File: config.mk
export PLATFORM = sky130hd
export DESIGN_NAME = quad_step_decoder
export DESIGN_NICKNAME = d
export VERILOG_FILES = /design/src/rtl/quad_pkg.sv /design/src/rtl/quad_glitch_filter.sv /design/src/rtl/quad_step_decoder.sv
export SDC_FILE = /design/constraint.sdc
export NUM_CORES = 1
export LEC_CHECK = 0
export ABC_AREA = 1
export CORE_MARGIN = 3
export CORE_UTILIZATION = 52
export CTS_CLUSTER_SIZE = 40
export DETAILED_ROUTE_END_ITERATION = 12
export PLACE_DENSITY_LB_ADDON = 0.15
export SYNTH_ARGS = -nofsm -noshare
export SYNTH_HDL_FRONTEND = slang
export SYNTH_SLANG_ARGS = --single-unit
File: constraint.sdc
create_clock -name clock -period 1.95 [get_ports clock]
set_input_delay 0.4875 -clock clock [delete_from_list [all_inputs] [get_ports clock]]
set_output_delay 0.4875 -clock clock [all_outputs]
set_load 0.005 [all_outputs]
File: src/rtl/quad_pkg.sv
// Shared types and helpers for the quadrature step decoder.
//   state_t       : start-up settling FSM states
//   step_t        : classification of one filtered {A,B} update
//   classify_step : maps (previous, current) {A,B} to a step_t
package quad_pkg;

  localparam int unsigned DEF_SYNC_STAGES   = 2;
  localparam int unsigned DEF_FILTER_CYCLES = 4;

  typedef enum logic {
    ST_INIT,
    ST_RUN
  } state_t;

  typedef enum logic [1:0] {
    STEP_NONE,
    STEP_FWD,
    STEP_REV,
    STEP_ILLEGAL
  } step_t;

  // Forward Gray order is 00 -> 01 -> 11 -> 10 -> 00; any other single-bit change is reverse.
  function automatic step_t classify_step(input logic [1:0] prev, input logic [1:0] cur);
    step_t step;
    case (prev ^ cur)
      2'b00:   step = STEP_NONE;
      2'b11:   step = STEP_ILLEGAL;
      default: begin
        case ({prev, cur})
          4'b00_01, 4'b01_11, 4'b11_10, 4'b10_00: step = STEP_FWD;
          default:                                step = STEP_REV;
        endcase
      end
    endcase
    return step;
  endfunction

endpackage

File: src/rtl/quad_glitch_filter.sv
// Synchroniser plus persistence filter for one encoder channel.
//   clock, reset : system clock, async active-high reset
//   bypass       : when high the filtered level follows the synchronised level every cycle
//   din          : asynchronous channel input
//   level        : filtered, registered channel level
module quad_glitch_filter #(
  parameter int unsigned SYNC_STAGES   = 2,
  parameter int unsigned FILTER_CYCLES = 4
) (
  input  logic clock,
  input  logic reset,
  input  logic bypass,
  input  logic din,
  output logic level
);

  localparam int unsigned CNT_W = (FILTER_CYCLES > 1) ? $clog2(FILTER_CYCLES) : 1;
  localparam logic [CNT_W-1:0] CNT_LAST = CNT_W'(FILTER_CYCLES - 1);

  logic [SYNC_STAGES-1:0] sync_q;
  logic [CNT_W-1:0]       cnt;
  logic                   synced;

  assign synced = sync_q[SYNC_STAGES-1];

  // Synchroniser chain and persistence counter; a new level is accepted only after
  // it has differed from the filtered level for FILTER_CYCLES consecutive cycles.
  always_ff @(posedge clock or posedge reset) begin
    if (reset) begin
      sync_q <= '0;
      cnt    <= '0;
      level  <= 1'b0;
    end else begin
      sync_q <= {sync_q[SYNC_STAGES-2:0], din};
      if (bypass) begin
        level <= synced;
        cnt   <= '0;
      end else if (synced == level) begin
        cnt <= '0;
      end else if (cnt == CNT_LAST) begin
        level <= synced;
        cnt   <= '0;
      end else begin
        cnt <= cnt + CNT_W'(1);
      end
    end
  end

endmodule

File: src/rtl/quad_step_decoder.sv
// Quadrature encoder front end: synchronise and filter A/B, settle after reset,
// then decode Gray steps into single-cycle increase/decrease strobes.
//   clock, reset : system clock, async active-high reset
//   enable       : gates increase/decrease only; tracking and error counting continue
//   chan_a/b     : asynchronous encoder channels
//   increase     : one-cycle strobe per forward step
//   decrease     : one-cycle strobe per reverse step
//   illegal      : one-cycle strobe when both channels change in one filtered update
//   state_ab     : current filtered {A,B}
//   error_count  : saturating count of illegal events
//   ready        : high once settling has finished
module quad_step_decoder
  import quad_pkg::*;
#(
  parameter int unsigned SYNC_STAGES   = DEF_SYNC_STAGES,
  parameter int unsigned FILTER_CYCLES = DEF_FILTER_CYCLES,
  parameter int unsigned ERR_W         = 8
) (
  input  logic             clock,
  input  logic             reset,
  input  logic             enable,
  input  logic             chan_a,
  input  logic             chan_b,
  output logic             increase,
  output logic             decrease,
  output logic             illegal,
  output logic [1:0]       state_ab,
  output logic [ERR_W-1:0] error_count,
  output logic             ready
);

  localparam int unsigned SETTLE = SYNC_STAGES + FILTER_CYCLES;
  localparam int unsigned SET_W  = $clog2(SETTLE);
  localparam logic [SET_W-1:0] SETTLE_LAST = SET_W'(SETTLE - 1);

  state_t           state, state_nxt;
  logic [SET_W-1:0] settle_cnt, settle_nxt;
  logic [1:0]       prev_ab;
  logic             filt_a, filt_b;
  logic             bypass;
  logic             run;
  step_t            step;

  assign bypass   = (state == ST_INIT);
  assign run      = (state == ST_RUN);
  assign state_ab = {filt_a, filt_b};
  assign step     = classify_step(prev_ab, state_ab);

  quad_glitch_filter #(
    .SYNC_STAGES  (SYNC_STAGES),
    .FILTER_CYCLES(FILTER_CYCLES)
  ) u_filt_a (
    .clock (clock),
    .reset (reset),
    .bypass(bypass),
    .din   (chan_a),
    .level (filt_a)
  );

  quad_glitch_filter #(
    .SYNC_STAGES  (SYNC_STAGES),
    .FILTER_CYCLES(FILTER_CYCLES)
  ) u_filt_b (
    .clock (clock),
    .reset (reset),
    .bypass(bypass),
    .din   (chan_b),
    .level (filt_b)
  );

  // Settling FSM next state: INIT lasts SETTLE cycles so the synchronisers and
  // filters absorb the current encoder position without producing steps.
  always_comb begin
    state_nxt  = state;
    settle_nxt = settle_cnt;
    case (state)
      ST_INIT: begin
        if (settle_cnt == SETTLE_LAST) begin
          state_nxt = ST_RUN;
        end else begin
          settle_nxt = settle_cnt + SET_W'(1);
        end
      end
      ST_RUN: begin
        state_nxt = ST_RUN;
      end
    endcase
  end

  // State register and registered decoder outputs.
  always_ff @(posedge clock or posedge reset) begin
    if (reset) begin
      state       <= ST_INIT;
      settle_cnt  <= '0;
      prev_ab     <= '0;
      increase    <= 1'b0;
      decrease    <= 1'b0;
      illegal     <= 1'b0;
      error_count <= '0;
      ready       <= 1'b0;
    end else begin
      state      <= state_nxt;
      settle_cnt <= settle_nxt;
      ready      <= (state_nxt == ST_RUN);
      // Tracking continues with enable low so re-enabling causes no catch-up burst.
      prev_ab    <= state_ab;
      increase   <= run && enable && (step == STEP_FWD);
      decrease   <= run && enable && (step == STEP_REV);
      illegal    <= run && (step == STEP_ILLEGAL);
      if (run && (step == STEP_ILLEGAL) && (error_count != {ERR_W{1'b1}})) begin
        error_count <= error_count + ERR_W'(1);
      end
    end
  end

endmodule

==> Yosys cells after proc, flatten, opt, wreduce, memory -nomap -nowiden <==
Index checks and enable logic that the tools add are counted.
{ "word_totals": {"elab_cells": 64, "input_bits": 5, "regBits": 27} }
{ "op_classes": {"reduce_logical": 10, "eq_ne": 18, "addsub": 4, "n_bitwise": 3, "n_mux": 16} }
{ "ops": {"columns": ["op", "count"], "rows": [
  ["$mux 2", 7],
  ["$eq 2x2->1 const B", 5],
  ["$add 8x1->8 const B", 1],
  ["$eq 4x4->1 const B", 2],
  ["$ne 8x8->1 const B", 1],
  ["$mux 1", 7],
  ["$reduce_and 2->1", 3],
  ["$logic_and 1x1->1", 5],
  ["$add 2x1->2 const B", 2],
  ["$eq 4x1->1 const B", 1],
  ["$eq 4x3->1 const B", 1],
  ["$ne 2x1->1 const B", 2],
  ["$ne 2x2->1 const B", 2],
  ["$pmux 2 s2", 1],
  ["$reduce_or 4->1", 1],
  ["$add 3x1->3 const B", 1],
  ["$eq 3x3->1 const B", 1],
  ["$eq 1x1->1", 2],
  ["$eq 2x1->1 const B", 1],
  ["$logic_not 2->1", 1],
  ["$not 1->1", 2],
  ["$pmux 1 s2", 1],
  ["$xor 2x2->2", 1]
]} }

==> Depth between registers and ports, before layout <==
{ "logic_depth": {"depth_word": 7, "ltp_mapped": 9} }

==> By module <==
From an unflattened synthesis, not the netlist that was laid out.
{ "unflattened": {"cells_unflattened": 148, "area_unflattened_um2": 1302.5} }
{ "by_module_without_submodules": {"columns": ["module", "cells_per_inst", "area_per_inst_um2", "seq_area_each_um2", "n_inst"], "rows": [
  ["quad_step_decoder", 104, 899.6, 425.4, 1],
  ["quad_glitch_filter", 22, 201.4, 125.1, 2]
]} }

==> Worst setup path after synthesis <==
OpenSTA, ideal clock, no wires.
{ "synth_timing": {"path_kind": "register -> register", "start": "register u_filt_b.level", "end": "register error_count[2]", "setup_time_ns": 0.123, "synth_period_minus_slack_ns": 1.547, "t_arrival_ns": 1.424, "slack_ns": 0.403, "required_time_ns": 1.827, "stages_incl_launch_ff": 9, "cell_sequence": "dfrtp_1 -> xor2_1 -> ha_1 -> inv_1 -> nand2_1 -> nor2_8 -> nand2_8 -> nand2_1 -> o21ai_1"} }
{ "synth_via": {"elab_chain_len": 7, "word_cells_on_any_way": 13, "cone_classes": "eq/ne: 6; mux: 2; bitwise: 1; reduce/logical: 4"} }
{ "synth_lines": {"columns": ["element", "line_no", "text"], "rows": [
  ["start: declaration", "quad_glitch_filter.sv:14", "output logic level"],
  ["start signal: assignment", "quad_glitch_filter.sv:36", "level <= synced;"],
  ["start signal: assignment", "quad_glitch_filter.sv:41", "level <= synced;"],
  ["$eq 4x1->1, or another cell as far along", "quad_pkg.sv:29", "case ({prev, cur})"],
  ["$reduce_or 4->1", "quad_pkg.sv:29", null],
  ["$mux 2", "quad_pkg.sv:29", null],
  ["$pmux 2 s2 *", "quad_pkg.sv:25", "case (prev ^ cur)"],
  ["$eq 2x2->1 *", "quad_step_decoder.sv:110", "if (run && (step == STEP_ILLEGAL) && (error_count != {ERR_W{1'b1}})) begin"],
  ["$logic_and 1x1->1 * (2 in a row)", "quad_step_decoder.sv:110", null],
  ["end signal: assignment", "quad_step_decoder.sv:111", "error_count <= error_count + ERR_W'(1);"],
  ["end: declaration", "quad_step_decoder.sv:28", "output logic [ERR_W-1:0] error_count,"]
]} }
Every way passes the cells marked *; elsewhere a longest branch is shown, timed or not.
A chain may end at the register's enable or synchronous reset.

==> Worst setup path in the final report <==
{ "layout_timing": {"start": "register u_filt_a.level", "end": "output port state_ab[1]"} }
{ "layout_lines": {"columns": ["element", "line_no", "text"], "rows": [
  ["start: declaration", "quad_glitch_filter.sv:14", null],
  ["start signal: assignment", "quad_glitch_filter.sv:36", null],
  ["start signal: assignment", "quad_glitch_filter.sv:41", null],
  ["end: declaration", "quad_step_decoder.sv:27", "output logic [1:0] state_ab,"]
]} }
No word-level cell between the ends.

==> metrics <==
R2R setup slack 0.29 ns; fin crit share 94.6%; first-pass GRT wire length 3570 um; synth unique cells 21; Die Ht 55.1 um; core area 2250 um^2; Peak Freq 0.542 GHz; CTS tree built; Hold EP u_filt_a.sync_q[1]; Final Hold Vio Count 0; post_cts resized 0; largest net degree at the start of global routing 28; worst min-delay path class flop to flop; WL final 1990 um; Mean Syn Cell Area 9.88 um^2; Post-CTS Hold Fix Bufs 0; fin nets 160; CP Cell Sequence clkdlybuf4s50_1; DRC Markers 0; pwr dens 1280 nW/um^2; Worst Path Required 1.46 ns; setup_tns 0 ns; RSZ-0062 raised after global routing no; Overflow after GRT 0; die area 3040 um^2; FF-to-FF End error_count[3]; Mapped Nets 138; WS Path Type flop to primary output; Pre-antenna DRT Iters 4; Port-buffer cells 18; Site Rows 17; antenna violations before repair 0; Worst setup SP type flop; VDD IR-drop max 0.697 mV; delay-heaviest family, CP buffers and inverters; ANT cells 0; clock skew 0.0140 ns; die width 55.1 um; CTS root buf clkbuf_4; clock slew at reported path FFs 0.14 ns; post-CTS setup buffer count 0; Critical Path Fanout Max 6; R2R Path Start u_filt_a.level; part of the power in the clock network 12.2%; global-route usage over all layers 16.4%; commonest cells after routing, fill and taps aside nand2_1, dfrtp_1, clkdlybuf4s50_1; via count 868; HPWL Detailed 1480 um; Synth Warn # 0; Critical Path AT 1.36 ns; Static Leak 0.702 nW; CTS Sinks 27; largest stage delay on the critical path 0.55 ns; sw frac 38.3%; worst skew pair latency 0.32 ns; final hold slack 0.357 ns; GP Congestion 0.778; CTS Buf Count 3; Slew Limit Fails 0; initial core utilization 55.7%; Reg area 676 um^2; transition time of the tightest slew-check pin 0.333 ns; Core Util, Final 66.0%; via/cell ratio 4.93; number of global-route vias before repair 813; filler instances 190; layout cells sized above 1 8.11%; final setup fails 0; HP Start u_filt_a.sync_q[0]; status finished, final reports clean; Pint 0.00118 W; post-synthesis instance area 1250 um^2; Starting DRT DRC Count 9; Reg power frac 43.5%; drt wl/cell 11.3 um; Comb pwr share 44.2%; Reg2Reg Depth 9; Seq/Total Area, Yosys 53.8%; Worst Hold Depth 0; clock buffer depth 2; critical path's slowest cell clkdlybuf4s50_1; post-layout minimum cycle time 1.84 ns; leading cell type in the layout, fill and taps excluded nand2_1; slew margin rel. 77.8%; ANT nets after route 0; Synth Register Bits 27; Mapped Cells 127; Max Cap Viol 0; area grow syn2layout 18.6%; CP Capture Type primary output; critical path buffer and inverter count 1; Switch Pwr 0.000731 W; I/O Pins 19; footprint of the multi-input gates 514 um^2; H-tree depth 1
## sequential cells by signal, indices dropped and copies added, names as in the netlist
register         count
u_filt_b.sync_q      2
u_filt_b.cnt         2
u_filt_a.cnt         2
u_filt_a.sync_q      2
u_filt_a.level       1
increase             1
decrease             1
u_filt_b.level       1
prev_ab              2
settle_cnt           3
error_count          8
run                  1
illegal              1
## kinds of logic after synthesis
group	count (synthesis)	share of synthesized area (%)
flops	27	53.8
xor+xnor	11	7.68
simple gates	65	25.7
buf+inv	14	5.18
compound gates	4	1.59
fa+ha+maj	6	5.98
## metrics by stage
stage | power (W) | setup slack [ns] | cells | instance area (um^2)
2_1_floorplan | 0.00143 | 0.403 | 127 | 1250
3_3_place_gp | 0.00164 | 0.353 | 172 | 1460
3_5_place_dp | 0.00169 | 0.288 | 172 | 1460
4_1_cts | 0.00193 | 0.0791 | 176 | 1490
5_1_grt | 0.00210 | 0.0204 | 176 | 1490
6_report | 0.00191 | 0.106 | 176 | 1490
## final cells by class
| cell class | instances | area share [%] |
|---|---|---|
| Sequential cell | 27 | 45.4 |
| Multi-Input combinational cell | 86 | 34.5 |
| Timing Repair Buffer | 19 | 12.6 |
| Inverter | 12 | 3.36 |
| Tap cell | 28 | 2.35 |
| Clock buffer | 4 | 1.76 |
## power by group through the flow
| stage | sequential, W | clock, W | combinational (W) |
|---|---|---|---|
| global route | 0.000848 | 0.000269 | 0.000986 |
| floorplan | 0.000821 | 0 | 0.000610 |
| global placement | 0.000830 | 0 | 0.000813 |
| detailed placement | 0.000842 | 0 | 0.000853 |
| CTS | 0.000829 | 0.000249 | 0.000857 |
| finish | 0.000830 | 0.000234 | 0.000844 |
## layer usage
metal	GRT usage [%]	up-vias	share of wire (%)
met4	7.29	0	0.70
met1	22.7	411	49
li1	-	440	-
met2	25.4	15	47
met5	0	-	0
met3	2.41	2	3.5
## cell usage after synthesis
master,number,area share [%]
xor2_1,5,3.5
nand4_1,2,1.0
buf_4,2,1.2
or2_1,2,1.0
nor2_4,2,1.8
nand2_2,1,0.50
inv_6,1,0.70
nor2_8,1,1.6
ha_1,6,6.0
nand2_4,1,0.90
nand2_8,1,1.6
xnor2_1,6,4.2
o21ai_0,3,1.2
inv_2,1,0.30
nor3_1,3,1.2
nand3_1,6,2.4
dfrtp_1,27,54
o21ai_1,1,0.40
nand2_1,39,12
inv_1,10,3.0
nor2_1,7,2.1
## worst max path at each step
| stage | startpoint | end | slack [ns] | cells after the start |
|---|---|---|---|---|
| global placement | u_filt_b.level | error_count[2] | 0.35 | 8 |
| floorplan | u_filt_b.level | error_count[2] | 0.40 | 8 |
| global route | u_filt_a.level | state_ab[1] | 0.02 | 1 |
| detailed placement | u_filt_b.level | error_count[2] | 0.29 | 8 |
| finish | u_filt_a.level | state_ab[1] | 0.11 | 1 |
| CTS | u_filt_a.level | state_ab[1] | 0.08 | 1 |
(Power assumes the default switching activity.)
